<file path="src/rtl/tft_tcon_gen_if.sv">
// rtl/tft_tcon_gen_if.sv - panel-side signal bundle for the TFT timing controller
// LR/UD scan-direction inputs exist only when TCON_SCAN_DIR_EN is defined.
interface tft_tcon_gen_if #(
   parameter int CW = 9
);
   logic          EN;
`ifdef TCON_SCAN_DIR_EN
   logic          LR;
   logic          UD;
`endif
   logic          CLK_PIX;
   logic          PIX_CE;
   logic          STH;
   logic          OEH;
   logic          CKV;
   logic          OEV;
   logic          STV;
   logic          DE;
   logic          FRAME_START;
   logic          BUSY;
   logic [CW-1:0] hdata;
   logic [CW-1:0] vdata;

`ifdef TCON_SCAN_DIR_EN
   modport master (
      input  EN, LR, UD,
      output CLK_PIX, PIX_CE, STH, OEH, CKV, OEV, STV, DE, FRAME_START, BUSY, hdata, vdata
   );
   modport slave (
      output EN, LR, UD,
      input  CLK_PIX, PIX_CE, STH, OEH, CKV, OEV, STV, DE, FRAME_START, BUSY, hdata, vdata
   );
`else
   modport master (
      input  EN,
      output CLK_PIX, PIX_CE, STH, OEH, CKV, OEV, STV, DE, FRAME_START, BUSY, hdata, vdata
   );
   modport slave (
      output EN,
      input  CLK_PIX, PIX_CE, STH, OEH, CKV, OEV, STV, DE, FRAME_START, BUSY, hdata, vdata
   );
`endif
endinterface

</file>
<file path="src/rtl/tft_tcon_gen.sv">
// rtl/tft_tcon_gen.sv - TFT panel timing generator (pixel divider, h/v scan, registered decode)
// Optional scan mirroring of hdata/vdata is enabled by defining TCON_SCAN_DIR_EN.
module tft_tcon_gen #(
   parameter int DIV     = 12,
   parameter int H_TOTAL = 482,
   parameter int V_TOTAL = 241,
   parameter int H_ACT   = 480,
   parameter int V_ACT   = 240,
   parameter int CW      = 9
) (
   input  logic           CLK120,
   input  logic           RST_N,
   tft_tcon_gen_if.master bus
);
   localparam int            DW       = $clog2(DIV);
   localparam logic [DW-1:0] CNT_LAST = DW'(DIV - 1);
   localparam logic [DW-1:0] CNT_HALF = DW'(DIV / 2);
   localparam logic [CW-1:0] H_LAST   = CW'(H_TOTAL - 1);
   localparam logic [CW-1:0] V_LAST   = CW'(V_TOTAL - 1);
   localparam logic [CW-1:0] H_ACT_C  = CW'(H_ACT);
   localparam logic [CW-1:0] V_ACT_C  = CW'(V_ACT);
   localparam logic [CW-1:0] ONE      = CW'(1);

   typedef enum logic [1:0] {
      IDLE  = 2'd0,
      RUN   = 2'd1,
      DRAIN = 2'd2
   } state_t;

   logic [DW-1:0] cnt;
   logic [DW-1:0] cnt_nxt;
   logic          clk_pix;
   logic          pix_ce;

   state_t        state;
   logic [CW-1:0] h;
   logic [CW-1:0] v;

   logic          sth;
   logic          oeh;
   logic          ckv;
   logic          stv;
   logic          de;
   logic          frame_start;
   logic [CW-1:0] hdata;
   logic [CW-1:0] vdata;

   logic          line_end;
   logic          frame_top;
   logic          frame_end;
   logic          de_nxt;
   logic [CW-1:0] h_step;
   logic [CW-1:0] v_step;
   logic [CW-1:0] hd_nxt;
   logic [CW-1:0] vd_nxt;

`ifdef TCON_SCAN_DIR_EN
   logic          lr_q;
   logic          ud_q;
`endif

   // Divider outputs are registered from the next count so they track cnt exactly, glitch-free.
   always_comb begin
      cnt_nxt = (cnt == CNT_LAST) ? '0 : cnt + 1'b1;
   end

   always_ff @(posedge CLK120 or negedge RST_N) begin
      if (!RST_N) begin
         cnt     <= '0;
         clk_pix <= 1'b0;
         pix_ce  <= 1'b0;
      end else begin
         cnt     <= cnt_nxt;
         clk_pix <= (cnt_nxt >= CNT_HALF);
         pix_ce  <= (cnt_nxt == CNT_LAST);
      end
   end

   always_comb begin
      line_end  = (h == H_LAST);
      frame_top = (h == '0) && (v == '0);
      frame_end = line_end && (v == V_LAST);
      h_step    = line_end ? '0 : h + ONE;
      if (line_end) begin
         v_step = (v == V_LAST) ? '0 : v + ONE;
      end else begin
         v_step = v;
      end
      de_nxt = (h >= ONE) && (h <= H_ACT_C) && (v >= ONE) && (v <= V_ACT_C);
      hd_nxt = h - ONE;
      vd_nxt = v - ONE;
`ifdef TCON_SCAN_DIR_EN
      if (de_nxt && !lr_q) begin
         hd_nxt = H_ACT_C - h;
      end
      if (de_nxt && ud_q) begin
         vd_nxt = V_ACT_C - v;
      end
`endif
   end

`ifdef TCON_SCAN_DIR_EN
   // Direction is frozen per frame so a mid-frame LR/UD change never tears the image.
   always_ff @(posedge CLK120 or negedge RST_N) begin
      if (!RST_N) begin
         lr_q <= 1'b1;
         ud_q <= 1'b0;
      end else if (pix_ce && (state != IDLE) && frame_top) begin
         lr_q <= bus.LR;
         ud_q <= bus.UD;
      end
   end
`endif

   // Outputs decode the pre-update h/v, giving exactly one pixel tick of latency.
   always_ff @(posedge CLK120 or negedge RST_N) begin
      if (!RST_N) begin
         state       <= IDLE;
         h           <= '0;
         v           <= '0;
         sth         <= 1'b0;
         oeh         <= 1'b0;
         ckv         <= 1'b0;
         stv         <= 1'b0;
         de          <= 1'b0;
         frame_start <= 1'b0;
         hdata       <= '0;
         vdata       <= '0;
      end else begin
         frame_start <= 1'b0;
         if (pix_ce) begin
            if (state == IDLE) begin
               sth   <= 1'b0;
               oeh   <= 1'b0;
               ckv   <= 1'b0;
               stv   <= 1'b0;
               de    <= 1'b0;
               hdata <= '0;
               vdata <= '0;
            end else begin
               sth         <= (h == '0);
               oeh         <= (h != H_LAST);
               ckv         <= (h == ONE);
               stv         <= (v == V_LAST);
               de          <= de_nxt;
               hdata       <= hd_nxt;
               vdata       <= vd_nxt;
               frame_start <= (state == RUN) && frame_top;
            end

            case (state)
               IDLE: begin
                  h <= '0;
                  v <= '0;
                  if (bus.EN) begin
                     state <= RUN;
                  end
               end
               RUN: begin
                  h <= h_step;
                  v <= v_step;
                  if (!bus.EN) begin
                     state <= DRAIN;
                  end
               end
               DRAIN: begin
                  h <= h_step;
                  v <= v_step;
                  if (bus.EN) begin
                     state <= RUN;
                  end else if (frame_end) begin
                     state <= IDLE;
                  end
               end
               default: begin
                  state <= IDLE;
                  h     <= '0;
                  v     <= '0;
               end
            endcase
         end
      end
   end

   assign bus.CLK_PIX     = clk_pix;
   assign bus.PIX_CE      = pix_ce;
   assign bus.STH         = sth;
   assign bus.OEH         = oeh;
   assign bus.CKV         = ckv;
   assign bus.OEV         = ckv;
   assign bus.STV         = stv;
   assign bus.DE          = de;
   assign bus.FRAME_START = frame_start;
   assign bus.BUSY        = (state != IDLE);
   assign bus.hdata       = hdata;
   assign bus.vdata       = vdata;

endmodule

</file>
<file path="src/flat_wrapper.sv">
// flat-port wrapper written by rule: the top's interface ports become plain ports
module tft_tcon_gen_flat 
#(
   parameter int DIV     = 12,
   parameter int H_TOTAL = 482,
   parameter int V_TOTAL = 241,
   parameter int H_ACT   = 480,
   parameter int V_ACT   = 240,
   parameter int CW      = 9
)
  (CLK120, RST_N, bus_EN, bus_CLK_PIX, bus_PIX_CE, bus_STH, bus_OEH, bus_CKV, bus_OEV, bus_STV, bus_DE, bus_FRAME_START, bus_BUSY, bus_hdata, bus_vdata);
  tft_tcon_gen_if #(.CW(CW)) bus_i ();
  input  logic CLK120;
  input  logic RST_N;
  input wire logic [$bits(bus_i.EN)-1:0] bus_EN;
  output wire logic [$bits(bus_i.CLK_PIX)-1:0] bus_CLK_PIX;
  output wire logic [$bits(bus_i.PIX_CE)-1:0] bus_PIX_CE;
  output wire logic [$bits(bus_i.STH)-1:0] bus_STH;
  output wire logic [$bits(bus_i.OEH)-1:0] bus_OEH;
  output wire logic [$bits(bus_i.CKV)-1:0] bus_CKV;
  output wire logic [$bits(bus_i.OEV)-1:0] bus_OEV;
  output wire logic [$bits(bus_i.STV)-1:0] bus_STV;
  output wire logic [$bits(bus_i.DE)-1:0] bus_DE;
  output wire logic [$bits(bus_i.FRAME_START)-1:0] bus_FRAME_START;
  output wire logic [$bits(bus_i.BUSY)-1:0] bus_BUSY;
  output wire logic [$bits(bus_i.hdata)-1:0] bus_hdata;
  output wire logic [$bits(bus_i.vdata)-1:0] bus_vdata;
  assign bus_i.EN = bus_EN;
  assign bus_CLK_PIX = bus_i.CLK_PIX;
  assign bus_PIX_CE = bus_i.PIX_CE;
  assign bus_STH = bus_i.STH;
  assign bus_OEH = bus_i.OEH;
  assign bus_CKV = bus_i.CKV;
  assign bus_OEV = bus_i.OEV;
  assign bus_STV = bus_i.STV;
  assign bus_DE = bus_i.DE;
  assign bus_FRAME_START = bus_i.FRAME_START;
  assign bus_BUSY = bus_i.BUSY;
  assign bus_hdata = bus_i.hdata;
  assign bus_vdata = bus_i.vdata;
  tft_tcon_gen #(.DIV(DIV), .H_TOTAL(H_TOTAL), .V_TOTAL(V_TOTAL), .H_ACT(H_ACT), .V_ACT(V_ACT), .CW(CW)) u_core (.CLK120(CLK120), .RST_N(RST_N), .bus(bus_i));
endmodule
</file>
<file path="config.mk">
export PLATFORM = sky130hd
export DESIGN_NAME = tft_tcon_gen_flat
export DESIGN_NICKNAME = d
export VERILOG_FILES = /design/src/rtl/tft_tcon_gen_if.sv /design/src/rtl/tft_tcon_gen.sv /design/src/flat_wrapper.sv
export SDC_FILE = /design/constraint.sdc
export NUM_CORES = 1
export LEC_CHECK = 0
export ABC_CLOCK_PERIOD_IN_PS = 3800
export BUFFER_PORTS_ARGS = -buffer_cell sky130_fd_sc_hd__buf_4
export CAP_MARGIN = 25
export CELL_PAD_IN_SITES_DETAIL_PLACEMENT = 1
export CELL_PAD_IN_SITES_GLOBAL_PLACEMENT = 1
export CORE_MARGIN = 1
export CORE_UTILIZATION = 40
export CTS_CLUSTER_SIZE = 16
export DETAILED_ROUTE_END_ITERATION = 8
export GPL_TIMING_DRIVEN = 0
export PLACE_DENSITY = 0.68
export SLEW_MARGIN = 20
export SYNTH_ARGS = -nofsm -noshare
export SYNTH_HDL_FRONTEND = slang
export SYNTH_SLANG_ARGS = --single-unit
</file>
<file path="constraint.sdc">
create_clock -name CLK120 -period 3.8 [get_ports CLK120]
set_input_delay 0.76 -clock CLK120 [delete_from_list [all_inputs] [get_ports CLK120]]
set_output_delay 0.76 -clock CLK120 [all_outputs]
set_load 0.01 [all_outputs]
</file>
==> flow_metrics.tcl, run 1 <==
set metrics [dict create \
    status "finished, final reports clean" \
    drc 0 \
    setup_viol 0 \
    yosysTopAreaCell "dfrtp_1" \
    initial_core_util_pct 41.7 \
    wl_mm 6.21 \
    first_pass_iters 4 \
    diodes 0 \
    yosys.cell_count.top_type "dfrtp_1" \
    wl_met2_mm 2.83 \
    post_cts_resized 0 \
    yosys_warnings 0 \
    clock_path_buffers 2 \
    r2r_slack_ps 1350 \
    clkTransAtPathRegs_ps 90 \
    cp.arrival_ps 2650 \
    power.switching_mw 0.509 \
    p_sw_share_pct 33.4 \
    numCtsBuffers 5 \
    crit_type "reg -> reg" \
    htree_levels 2 \
    ir_drop_uv 215 \
    grt_usage_pct 19.4 \
    clock_sinks 50 \
    async_flop_share_pct 100 \
    wl_met1_mm 3.11 \
    synth-main-ff-cell "dfrtp_1" \
    timing.fmax_mhz 408 \
    num-nets-final 319 \
    critPathLaunchType "register" \
    grt_max_degree 51 \
    drive_above_1_share_pct 15.6 \
    min_period_ps 2450 \
    drv_cap 0 \
    synth-seq-cells 50 \
    required_ps 4000 \
    ant_nets 0 \
    synth_top_area_share_pct 47.0 \
    postLayoutCoreUtil_pct 48.5 \
    syn-num-nets 282 \
    synth.area.top_cells "dfrtp_1, ha_1, o2bb2ai_1" \
    gr-total-overflow 0 \
    cts_root_buffer "clkbuf_8" \
    place_hpwl_mm 4.54 \
    port_buffers 30 \
    vias 2092 \
    die_area_um2 6990 \
    worst_skew_pair.late_latency_ps 310 \
    top_layer "met4" \
    synth.top_cells.by_count "dfrtp_1, nand2_1, o2bb2ai_1, ha_1, nor2_1" \
    ys_seq_area_share_pct 47.0 \
    slew_violations 0 \
    r2r-start "u_core.v[0]" \
    min_path_type "in -> async" \
    reg2reg_to "u_core.state[1]" \
    io_pins 31 \
    drtIter0Drc 66 \
    fin_skew_ps 6.55 \
    gp_congestion 0.774 \
    wl_per_cell_um 16.4 \
    core_um2 6390 \
    power.density_nw_per_um2 492 \
    syn2layout_area_growth_pct 16.3 \
    die_w_um 83.6 \
    fillers 725 \
    grt_pass1_vias 2163 \
    wl_met3_um 188 \
    postCtsSetupRepairBufs 0 \
    viasPerCell 5.53 \
    synth_area_um2 2660 \
    relSlewSlack_pct 47.5 \
    fp.dieH_um 83.6 \
    hold_violations 0 \
    cp-end-kind "register" \
    synthDistinctLibCells 44 \
    rows 29 \
    ctsHoldBuffers 0 \
    p_clk_share_pct 25.0 \
    p_leak_nw 1.47 \
    antenna_found_initial 0 \
    pwr-share-seq_pct 43.3 \
    comb_power_share_pct 31.7 \
    rr_worst_depth 6 \
    rsz0062_at_grt "no" \
    syn-mean-instance-area_um2 10.1 \
    tns_ps 0 \
    synth_edf_count 0 \
    path_max_fanout 9 \
    post-route-period-util_pct 64.6 \
    grt_pass1_wl_mm 10.9 \
    netlist_instances 263 \
    p_int_mw 1.02 \
    tightest_slew_ps 782 \
    tritoncts "yes" \
]
==> logic make-up (layout without fill, tap and decap cells) <==
| family | after synthesis | in the layout | share of synthesized area (%) |
|---|---|---|---|
| and+or+nand+nor | 80 | 80 | 16.4 |
| AOI/OAI and AO/OA | 62 | 62 | 16.4 |
| DFF | 50 | 50 | 47.0 |
| buffers and inverters | 33 | 71 | 5.22 |
| xor gates and xnor gates | 18 | 18 | 5.92 |
| adders and majority gates | 16 | 16 | 7.52 |
| muxes | 4 | 4 | 1.55 |
==> routing by layer <==
metal | global-route usage (%) | vias up
li1 | - | 1016
met1 | 27.5 | 1034
met2 | 31.1 | 34
met3 | 2.97 | 8
met4 | 5.08 | 0
met5 | 0 | -
==> flip-flops by register name, indices dropped and copies added, names as in the netlist, 2 cells and up <==
register          flops
u_core.bus.hdata      9
u_core.state          2
u_core.v              9
u_core.h              9
u_core.cnt            4
u_core.bus.vdata      9
==> final cells by class <==
class | instances | area, um2 | share of cell area (%)
clock inverter | 3 | 43.8 | 1.41
multi-input combinational | 180 | 1270 | 41.1
clock buffer | 5 | 68.8 | 2.22
sequential | 50 | 1250 | 40.4
timing repair buffer | 30 | 225 | 7.27
inverter | 15 | 56.3 | 1.82
tap | 77 | 96.3 | 3.11
buffer | 18 | 82.6 | 2.67
==> power groups by stage <==
stage                     Combinational, mW  Sequential, mW  Clock (mW)
after floorplan                       0.277           0.682           0
after global placement                0.472           0.669           0
after detailed placement              0.485           0.670           0
after CTS                             0.489           0.661       0.389
after global routing                  0.536           0.671       0.412
final                                 0.483           0.660       0.382
==> worst max-delay path by stage <==
stage	end	from	slack (ps)	cells past startpoint
after floorplan	u_core.state[1]	u_core.v[0]	1650	6
after global placement	u_core.v[5]	u_core.v[0]	1390	6
after detailed placement	u_core.v[2]	u_core.v[0]	1360	6
after CTS	u_core.v[7]	u_core.h[1]	1330	8
after global routing	u_core.v[6]	u_core.h[1]	1180	8
final	u_core.state[1]	u_core.v[0]	1350	6
==> per-stage QoR <==
step / instances / setup WS [ps] / power, mW / area, um2 / hold WS [ps]
final: 378 / 1350 / 1.52 / 3100 / 468
after global routing: 378 / 1180 / 1.62 / 3100 / 508
after global placement: 370 / 1390 / 1.14 / 2980 / 472
after floorplan: 263 / 1650 / 0.959 / 2660 / 464
after detailed placement: 370 / 1360 / 1.16 / 2980 / 475
after CTS: 378 / 1330 / 1.54 / 3100 / 499
==> cells in the final DEF (no fill, tap or decap), types with 2 or more instances in the layout <==
cell type and instances:
or4_1 7, o31ai_1 11, mux2i_1 3, buf_2 3
dfrtp_1 50, a21oi_1 11, clkbuf_1 10, a21o_1 2
nand2_1 17, or3_1 4, nor3_1 3, buf_4 31
xnor2_1 5, clkbuf_8 5, o2bb2ai_1 17, nor4_1 2
nand2b_1 4, nand3_1 5, ha_1 16, nor2_1 16
o21ai_0 12, xor2_1 13, inv_1 15, nand4_1 8
buf_1 3, and3_1 5, a32o_1 2
==> worst max-delay path: stages, from the launching register on <==
cell     delay (ps)
dfrtp_1         480
inv_1           120
ha_1            170
or4b_1          490
or2_2           360
o31ai_1         350
mux2_2          370
(Power assumes the default switching activity.)
==> run 2: changes to the inputs <==
- ABC_CLOCK_PERIOD_IN_PS: 3800 -> 2300
- clock period: 3.8 -> 2.3 ns (I/O delays scaled with it)
==> flow_metrics.tcl, run 2 (same netlist as run 1, synthesis figures left out) <==
set metrics [dict create \
    status "finished, final reports clean" \
    grt_usage_pct 19.6 \
    placed_area_um2 2980 \
    drv_cap 0 \
    crit_type "reg -> reg" \
    relSlewSlack_pct 42.7 \
    pre_cts_slack_ps -141 \
    p_leak_nw 1.52 \
    place_hpwl_mm 4.54 \
    clkTransAtPathRegs_ps 90 \
    min_path_type "in -> async" \
    grt_pass1_wl_mm 11.1 \
    fin_ws_ps 39.0 \
    fillers 717 \
    final_cell_mix "dfrtp_1, buf_4, nand2_1, o2bb2ai_1, nor2_1" \
    gp_congestion 0.774 \
    ant_nets 0 \
    multi_input_area_um2 1330 \
    slew_violations 0 \
    first_pass_iters 4 \
    initial_core_util_pct 41.7 \
    fin_skew_ps 6.10 \
    numCtsBuffers 5 \
    gr-total-overflow 0 \
    setup_viol 0 \
    core_um2 6390 \
    die_w_um 83.6 \
    syn2layout_area_growth_pct 20.7 \
    layout_commonest_cell "dfrtp_1" \
    grt_max_degree 51 \
    r2r_slack_ps 40 \
    reg2reg_to "u_core.v[5]" \
    tightest_slew_ps 854 \
    rows 29 \
    antenna_found_initial 0 \
    ir_drop_uv 374 \
    wl_mm 6.55 \
    ctsHoldBuffers 0 \
    post-route-period-util_pct 98.3 \
    tns_ps 0 \
    worst_skew_pair.late_latency_ps 310 \
    path_max_fanout 10 \
    drtIter0Drc 86 \
    clock_path_buffers 2 \
    fp.dieH_um 83.6 \
    regArea_um2 1250 \
    cp-end-kind "register" \
    drc 0 \
    tritoncts "yes" \
    postLayoutCoreUtil_pct 50.3 \
    drive_above_1_share_pct 23.1 \
    diodes 0 \
    vias 2151 \
    cts_root_buffer "clkbuf_8" \
    timing.fmax_mhz 442 \
    port_buffers 30 \
    finalPower_mw 2.60 \
    min_period_ps 2260 \
    die_area_um2 6990 \
    clock_sinks 50 \
    r2r-start "u_core.h[1]" \
    required_ps 2540 \
    viasPerCell 5.59 \
    hold_violations 0 \
    io_pins 31 \
    htree_levels 2 \
    critPathLaunchType "register" \
    cp.arrival_ps 2500 \
    num-nets-final 326 \
    rr_worst_depth 7 \
    final_area_um2 3210 \
    power.density_nw_per_um2 810 \
    wl_per_cell_um 17.0 \
    grt_pass1_vias 2178 \
]
==> run 2: worst max-delay path, cell delays in order, from the launching register on <==
cell and delay (ps):
dfrtp_2 440, inv_4 70, ha_2 170, or4b_4 510, o21a_1 220, buf_6 140, or4_4 510, a21oi_1 130
==> run 2: layout make-up <==
type | count | area share [%]
clock inverters | 3 | 1.36
plain buffers | 18 | 2.69
inverters | 15 | 1.83
flip-flops and latches | 50 | 39.0
multi-input cells | 180 | 41.3
repair buffers | 37 | 8.64
clock buffers | 5 | 2.14
well taps | 77 | 3.00
==> run 2: how the worst max path moves through the flow <==
| stage | from | end | slack, ps | cells past startpoint |
|---|---|---|---|---|
| finish | u_core.h[1] | u_core.v[5] | 40 | 7 |
| global route | u_core.h[1] | u_core.v[1] | -20 | 7 |
| CTS | u_core.h[1] | u_core.v[7] | -4 | 7 |
| detailed placement | u_core.v[0] | u_core.v[2] | -140 | 6 |
| global placement | u_core.v[0] | u_core.v[5] | -110 | 6 |
| floorplan | u_core.v[0] | u_core.state[1] | 150 | 6 |
==> run 2: repair_timing <==
item,4_1_cts,5_1_grt
pin swaps,1,5
resized for setup,11,11
endpoints found under the setup margin,13,22
setup buffers,1,6
gates cloned,0,0
==> run 2: metal layers <==
layer / global-route usage [%] / wire [um] / up-vias
li1: - / - / 1023
met1: 27.9 / 3260 / 1083
met2: 31.5 / 3010 / 38
met3: 2.97 / 203 / 7
met4: 5.08 / 71 / 0
met5: 0 / 0 / -
==> run 2: power breakdown <==
part	internal [mW]	leakage (nW)	switching, mW	total [mW]
clock	0.326	0.0585	0.311	0.638
sequential	0.994	0.650	0.0877	1.08
combinational	0.408	0.812	0.477	0.885
==> run 2: per-stage QoR <==
step	instances	hold WS, ps
after floorplan	263	164
after global placement	370	472
after detailed placement	370	475
after CTS	379	201
after global routing	385	222
final	385	164
